### config.mk
export PLATFORM = sky130hd
export DESIGN_NAME = muldiv_sequencer
export DESIGN_NICKNAME = d
export VERILOG_FILES = /design/src/rtl/muldiv_sequencer.sv
export SDC_FILE = /design/constraint.sdc
export NUM_CORES = 1
export LEC_CHECK = 0
export ABC_AREA = 1
export BUFFER_PORTS_ARGS = -buffer_cell sky130_fd_sc_hd__buf_2
export CORE_MARGIN = 2
export CORE_UTILIZATION = 56
export DETAILED_ROUTE_END_ITERATION = 6
export GPL_ROUTABILITY_DRIVEN = 1
export PLACE_DENSITY = 0.81
export SYNTH_ARGS = -nofsm -noshare
export SYNTH_HDL_FRONTEND = slang
export SYNTH_SLANG_ARGS = --single-unit
### constraint.sdc
create_clock -name clk_i -period 3.9 [get_ports clk_i]
set_input_delay 0.39 -clock clk_i [delete_from_list [all_inputs] [get_ports clk_i]]
set_output_delay 0.39 -clock clk_i [all_outputs]
set_load 0.02 [all_outputs]
### src/rtl/muldiv_sequencer.sv
// Sequences the shared multiplier/divider for MULT/DIV and commits results to HI/LO.
// Latency: Req sampled at edge k -> start pulse in cycle k+1; ready in WAIT cycle m -> HI/LO write in m+1.
// Backpressure: Req is accepted only while idle (never queued); MFHI/MFLO stall while an op is in flight.
//
// Ports:
//   clk_i, rst_ni                  clock (rising edge), asynchronous active-low reset
//   req_i, op_i                    issue request, 0 = MULT / 1 = DIV (sampled together in IDLE)
//   abort_i                        cancel the in-flight operation (exception/flush)
//   mult_ready_i, div_ready_i      unit result valid
//   div_zero_i                     divider reports divisor == 0
//   hilo_rd_i                      MFHI/MFLO wants HI/LO this cycle
//   mult_start_o, div_start_o      one-cycle unit start pulses
//   hi_wr_o, lo_wr_o, done_o       one-cycle commit pulses
//   busy_o                         operation in flight
//   div_zero_exc_o, timeout_o      one-cycle error pulses
//   stall_o                        hilo_rd_i & busy_o (combinational)
module muldiv_sequencer #(
  parameter int MAX_CYCLES = 64,
  parameter int CNT_W      = 7
) (
  input  logic clk_i,
  input  logic rst_ni,
  input  logic req_i,
  input  logic op_i,
  input  logic abort_i,
  input  logic mult_ready_i,
  input  logic div_ready_i,
  input  logic div_zero_i,
  input  logic hilo_rd_i,
  output logic mult_start_o,
  output logic div_start_o,
  output logic hi_wr_o,
  output logic lo_wr_o,
  output logic busy_o,
  output logic done_o,
  output logic div_zero_exc_o,
  output logic timeout_o,
  output logic stall_o
);

  typedef enum logic [2:0] {
    S_IDLE,
    S_LAUNCH,
    S_WAIT,
    S_WB,
    S_DZERO,
    S_TOUT
  } state_e;

  localparam logic [CNT_W-1:0] CNT_LAST = CNT_W'(MAX_CYCLES - 1);

  state_e           state_q, state_d;
  logic [CNT_W-1:0] cnt_q, cnt_d;
  logic             op_q, op_d;
  logic             sel_ready;

  logic mult_start_q, div_start_q, wb_q, dzexc_q, tout_q, busy_q;

  // Only the unit that was actually launched may complete the operation.
  assign sel_ready = op_q ? div_ready_i : mult_ready_i;

  always_comb begin
    state_d = state_q;
    cnt_d   = cnt_q;
    op_d    = op_q;
    case (state_q)
      S_IDLE: begin
        if (req_i) begin
          op_d    = op_i;
          state_d = S_LAUNCH;
        end
      end
      S_LAUNCH: begin
        cnt_d   = '0;
        state_d = S_WAIT;
      end
      S_WAIT: begin
        // Priority: abort, divide-by-zero (DIV only), completion, timeout.
        if (abort_i) begin
          state_d = S_IDLE;
        end else if (op_q && div_zero_i) begin
          state_d = S_DZERO;
        end else if (sel_ready) begin
          state_d = S_WB;
        end else if (cnt_q == CNT_LAST) begin
          state_d = S_TOUT;
        end else begin
          cnt_d = cnt_q + 1'b1;
        end
      end
      S_WB, S_DZERO, S_TOUT: begin
        state_d = S_IDLE;
      end
      default: begin
        state_d = S_IDLE;
      end
    endcase
  end

  // Outputs are registered from the next state, so each one is a pure
  // function of the registered state as seen by the outside world.
  always_ff @(posedge clk_i or negedge rst_ni) begin
    if (!rst_ni) begin
      state_q      <= S_IDLE;
      cnt_q        <= '0;
      op_q         <= 1'b0;
      mult_start_q <= 1'b0;
      div_start_q  <= 1'b0;
      wb_q         <= 1'b0;
      dzexc_q      <= 1'b0;
      tout_q       <= 1'b0;
      busy_q       <= 1'b0;
    end else begin
      state_q      <= state_d;
      cnt_q        <= cnt_d;
      op_q         <= op_d;
      mult_start_q <= (state_d == S_LAUNCH) && !op_d;
      div_start_q  <= (state_d == S_LAUNCH) && op_d;
      wb_q         <= (state_d == S_WB);
      dzexc_q      <= (state_d == S_DZERO);
      tout_q       <= (state_d == S_TOUT);
      busy_q       <= (state_d != S_IDLE);
    end
  end

  assign mult_start_o   = mult_start_q;
  assign div_start_o    = div_start_q;
  assign hi_wr_o        = wb_q;
  assign lo_wr_o        = wb_q;
  assign done_o         = wb_q;
  assign div_zero_exc_o = dzexc_q;
  assign timeout_o      = tout_q;
  assign busy_o         = busy_q;
  assign stall_o        = hilo_rd_i & busy_q;

endmodule

* Yosys cells after proc, flatten, opt, wreduce, memory -nomap -nowiden *
Cells that the tools add are included.

storage, ports and cells
  register bits = 17
  latch bits = 0
  RAM bits = 0
  memory bits (read-only) = 0
  bits of input ports = 9
  output and inout bits = 9
  logic and storage cells = 44
  memories kept = 0

operators by class
  add/sub/neg operators = 1
  multipliers = 0
  div/mod/pow operators = 0
  magnitude comparators = 0
  eq/ne operators = 11
  shift-type cells = 0
  mux-type cells = 14
  bitwise logic cells = 1
  reduce and logical (&&, ||, !) cells = 8

operators with widths
  cell                   count
  $mux W7                4
  $mux W3                5
  $pmux W7 S2            1
  $pmux W3 S3            1
  $ne A2 B2 Y1 const B   4
  $add A7 B1 Y7 const B  1
  $eq A7 B6 Y1 const B   1
  $eq A3 B1 Y1 const B   2
  $eq A3 B2 Y1 const B   2
  $eq A3 B3 Y1 const B   2
  $reduce_and A5 Y1      1
  $logic_and A1 B1 Y1    3
  $logic_not A3 Y1       1
  $mux W1                3
  $reduce_bool A3 Y1     1
  $reduce_bool A2 Y1     1
  $and A1 B1 Y1          1
  $logic_not A1 Y1       1

* Longest topological paths before layout *
  depth after elaboration = 8
  mapped depth = 10
  depth with buffers taken out = 10

* Least setup slack after synthesis *
Ideal clock, no wire load.

  path kind = register to register
  start point = register cnt_q[0]
  end point = register cnt_q[5]
  library setup time = 0.127 ns
  arrival = 1.257 ns
  required time = 3.773 ns
  slack = 2.517 ns
  stages on the path, launching flop included = 11
  path buffers = 1
  period minus slack after synthesis = 1.383 ns
  cell sequence = dfrtp_1 -> ha_1 -> inv_1 -> nor2_4 -> nand2_2 -> nand2_1 -> nand2_1 -> nand2_2 -> buf_6 -> nand2_1 -> o21ai_0

on the way
  longest elaborated chain between the ends = 6
  elaborated cells on any way between the ends = 9
  classes of those cells = add/sub (1); eq/ne (2); mux (5); reduce/logical (1)

ends and longest elaborated chain
  what                      RTL line  RTL
  start: declaration        53        logic [CNT_W-1:0] cnt_q, cnt_d;
  start signal: assignment  115       cnt_q <= cnt_d;
  $add A7 B1 Y7             88        cnt_d = cnt_q + 1'b1;
  $mux W7                   85        end else if (cnt_q == CNT_LAST) begin
  $mux W7                   83        end else if (sel_ready) begin
  $mux W7                   81        end else if (op_q && div_zero_i) begin
  $mux W7                   79        if (abort_i) begin
  $pmux W7 S2               66        case (state_q)

Parallel ways exist; a longest one is shown, timed or not. The select of a mux whose other input is x is not followed.
A chain may end at the register's enable or synchronous reset.

* Worst setup path after layout *
  start point = register cnt_q[0]
  end point = register cnt_q[4]

Same word-level chain as after synthesis.

==> insert_results.sql <==
INSERT INTO impl_metrics (metric_group, metric, value, unit) VALUES
('worst_setup_path', 'cell_with_the_largest_stage_delay_on_the_worst_path', 'sky130_fd_sc_hd__dfrtp_1', ''),
('timing', 'whs', '-0.006936', 'ns'),
('worst_setup_path', 'worst_setup_path_end_kind', 'flip-flop', ''),
('clock_network', 'clk_pin_slew_worst_paths', '0.10', 'ns'),
('global_routing', 'grt_max_degree', '18', ''),
('clock_network', 'post_cts_resized', '0', ''),
('worst_setup_path', 'critPathMaxStageDelay', '0.40', 'ns'),
('logic_synthesis', 'synthDominantCellAreaShare', '46.51', '%'),
('global_routing', 'global_route.usage.total', '17.99', '%'),
('worst_setup_path', 'cpMostUsedCell', 'sky130_fd_sc_hd__nand2_1', ''),
('final_layout', 'design.final.nets', '146', ''),
('timing', 'totalNegativeSetupSlack', '0', 'ns'),
('power', 'peakVddDrop', '0.3472', 'mV'),
('worst_setup_path', 'reg2reg_slack', '2.36', 'ns'),
('final_layout', 'postLayoutCoreUtil', '67.00', '%'),
('worst_setup_path', 'worst_ep_required_time', '4.09', 'ns'),
('final_layout', 'antenna-diode-count', '0', ''),
('run_status', 'violations_in_the_final_reports', 'negative hold slack', ''),
('worst_setup_path', 'timing_worst_setup_path_type', 'flip-flop to flip-flop', ''),
('timing', 'finClkSkew', '0.002155', 'ns'),
('logic_synthesis', 'syn_area', '914.6', 'um^2'),
('logic_synthesis', 'synthesis.yosys.warnings', '0', ''),
('min_path', 'timing.hold.worst.class', 'input port to async pin', ''),
('power', 'post-layout-total-power', '559.0', 'uW'),
('place', 'detailed_place_hpwl', '1.175', 'mm'),
('worst_setup_path', 'cp_cell_sequence', 'ha_1 > inv_1 > nor2_4 > nand2_2 > nand2_1 > nand2_1 > nand2_2 > inv_1 > nand2_1 > nand2_1', ''),
('timing', 'slew_viol_final', '0', ''),
('routing', 'routed_wirelength', '1.479', 'mm'),
('die', 'floorplan.initialDensity', '60.02', '%'),
('final_layout', 'areaGrowthSynthToFinish', '11.63', '%'),
('logic_synthesis', 'netlist_top_cells_area', 'sky130_fd_sc_hd__dfrtp_1 (47%), sky130_fd_sc_hd__nand2_1 (16%), sky130_fd_sc_hd__inv_1 (8.2%)', ''),
('clock_network', 'max-clock-path-buffers', '2', ''),
('timing', 'setup_viol_count_final', '0', ''),
('global_routing', 'globalRoute.totalOverflow', '0', ''),
('timing', 'setup_slack', '2.360', 'ns'),
('routing', 'detail-route-antenna-nets', '0', ''),
('power', 'pwr_density_cell', '547.5', 'nW/um^2'),
('worst_setup_path', 'critPathArrivalTime', '1.73', 'ns'),
('die', 'dieHeight', '44.42', 'um'),
('worst_setup_path', 'worstPathMaxFanout', '13', ''),
('power', 'static-leakage-power', '0.6080', 'nW'),
('logic_synthesis', 'synth_nets', '127', ''),
('routing', 'vias', '725', ''),
('die', 'die_w', '44.42', 'um'),
('job', 'cap_viol_max_count', '0', ''),
('worst_setup_path', 'timing.critical_path.from_type', 'flip-flop', ''),
('final_layout', 'final_layout_size_suffix_gt1_share', '22.22', '%'),
('global_routing', 'antenna_found_initial', '0', ''),
('timing', 'period_minus_slack', '1.540', 'ns'),
('final_layout', 'fin_cells', '151', ''),
('final_layout', 'top_library_cells_by_usage_in_the_layout_fill_and_taps_aside', 'sky130_fd_sc_hd__nand2_1 (38), sky130_fd_sc_hd__inv_1 (20), sky130_fd_sc_hd__dfrtp_1 (17), sky130_fd_sc_hd__buf_2 (17), sky130_fd_sc_hd__nor2_1 (9)', ''),
('logic_synthesis', 'ys_seq_elements', '17', ''),
('logic_synthesis', 'syn_avg_cell_area', '7.817', 'um^2'),
('clock_network', 'clk_latency', '0.29', 'ns'),
('timing', 'relSlewSlack', '75.98', '%'),
('clock_network', 'tritoncts', 'yes', ''),
('routing', 'detail_route.drc_violations', '0', ''),
('worst_setup_path', 'timing.critical_path.buf_inv', '2', ''),
('worst_setup_path', 'cpLargestDelayFamily', 'simple AND/OR/NAND/NOR gates', ''),
('timing', 'final.period_utilization', '39.49', '%'),
('clock_network', 'cts_hold_buffers', '0', ''),
('timing', 'grt_setup_unrepaired', 'false', ''),
('routing', 'detailedRoute.firstPassIterationCount', '4', ''),
('clock_network', 'postCtsSetupBuffers', '0', ''),
('logic_synthesis', 'netlist.top_cell.by_area', 'sky130_fd_sc_hd__dfrtp_1', ''),
('run_status', 'status', 'finished with violations', ''),
('die', 'io-pin-count', '18', ''),
('final_layout', 'post-route-cell-area', '1021', 'um^2'),
('final_layout', 'mostFrequentLayoutCell', 'sky130_fd_sc_hd__nand2_1', ''),
('clock_network', 'cts-root-buf', 'sky130_fd_sc_hd__clkbuf_4', ''),
('timing', 'report.final.hold_viol_count', '14', '');
[cell families after synthesis]
group	Yosys count	synth area share [%]
adders and majority gates	1	1.368
xor gates and xnor gates	3	2.873
and+or+nand+nor	62	30.37
AOI/OAI and AO/OA	11	7.797
DFF	17	46.51
buffers and inverters	23	11.08
[registers in the layout (all words and copies together), names as in the netlist]
register        count
busy_o              1
cnt_q               7
div_start_o         1
div_zero_exc_o      1
done_o              1
mult_start_o        1
op_q                1
state_q             3
timeout_o           1
[cell usage after synthesis (all sizes together)]
library cell,number
xnor2,2
ha,1
nor2,12
o21bai,2
dfrtp,17
a21oi,3
buf,3
o21ai,6
nand2,41
xor2,1
inv,20
nand3,6
nand4,3
[routing by layer]
metal | share of wire [%] | routed length, um | GRT usage (%) | vias to the layer above
li1 | - | - | - | 389
met1 | 49 | 718 | 27.59 | 317
met2 | 45 | 662 | 25.00 | 17
met3 | 5.9 | 87 | 3.265 | 2
met4 | 0.68 | 10 | 7.273 | 0
met5 | 0 | 0 | 0 | -
[path summary, 6_finish.rpt]
kind / start / end / depth (start not counted)
worst min register to register: cnt_q[1] / cnt_q[1] / 2
max in group asynchronous: rst_ni / div_start_o / 1
worst max-delay path: cnt_q[0] / cnt_q[4] / 10
worst min-delay path: rst_ni / cnt_q[0] / 1
worst max register to register: cnt_q[0] / cnt_q[4] / 10
min in group clk_i: op_i / mult_start_o / 2
[worst register-to-register path, cell delays in order (launching register included)]
cell,delay (ns)
sky130_fd_sc_hd__dfrtp_1,0.40
sky130_fd_sc_hd__ha_1,0.21
sky130_fd_sc_hd__inv_1,0.09
sky130_fd_sc_hd__nor2_4,0.13
sky130_fd_sc_hd__nand2_2,0.08
sky130_fd_sc_hd__nand2_1,0.07
sky130_fd_sc_hd__nand2_1,0.05
sky130_fd_sc_hd__nand2_2,0.21
sky130_fd_sc_hd__inv_1,0.10
sky130_fd_sc_hd__nand2_1,0.07
sky130_fd_sc_hd__nand2_1,0.04
[area by class of cell]
class	instances	area (um^2)
clock buffer	3	22.52
tap	16	20.02
sequential	17	425.4
clock inverter	1	5.005
timing repair buffer	17	85.08
fill	129	503.0
multi-input combinational	77	387.9
inverter	20	75.07
[power by group]
| group | leakage (nW) | internal (mW) | switching (mW) | total, mW |
|---|---|---|---|---|
| Clock | 0.0177 | 0.0381 | 0.0566 | 0.0947 |
| Combinational | 0.363 | 0.0685 | 0.163 | 0.231 |
| Sequential | 0.228 | 0.211 | 0.0218 | 0.233 |
No activity file was read; power rests on OpenSTA's default activity.
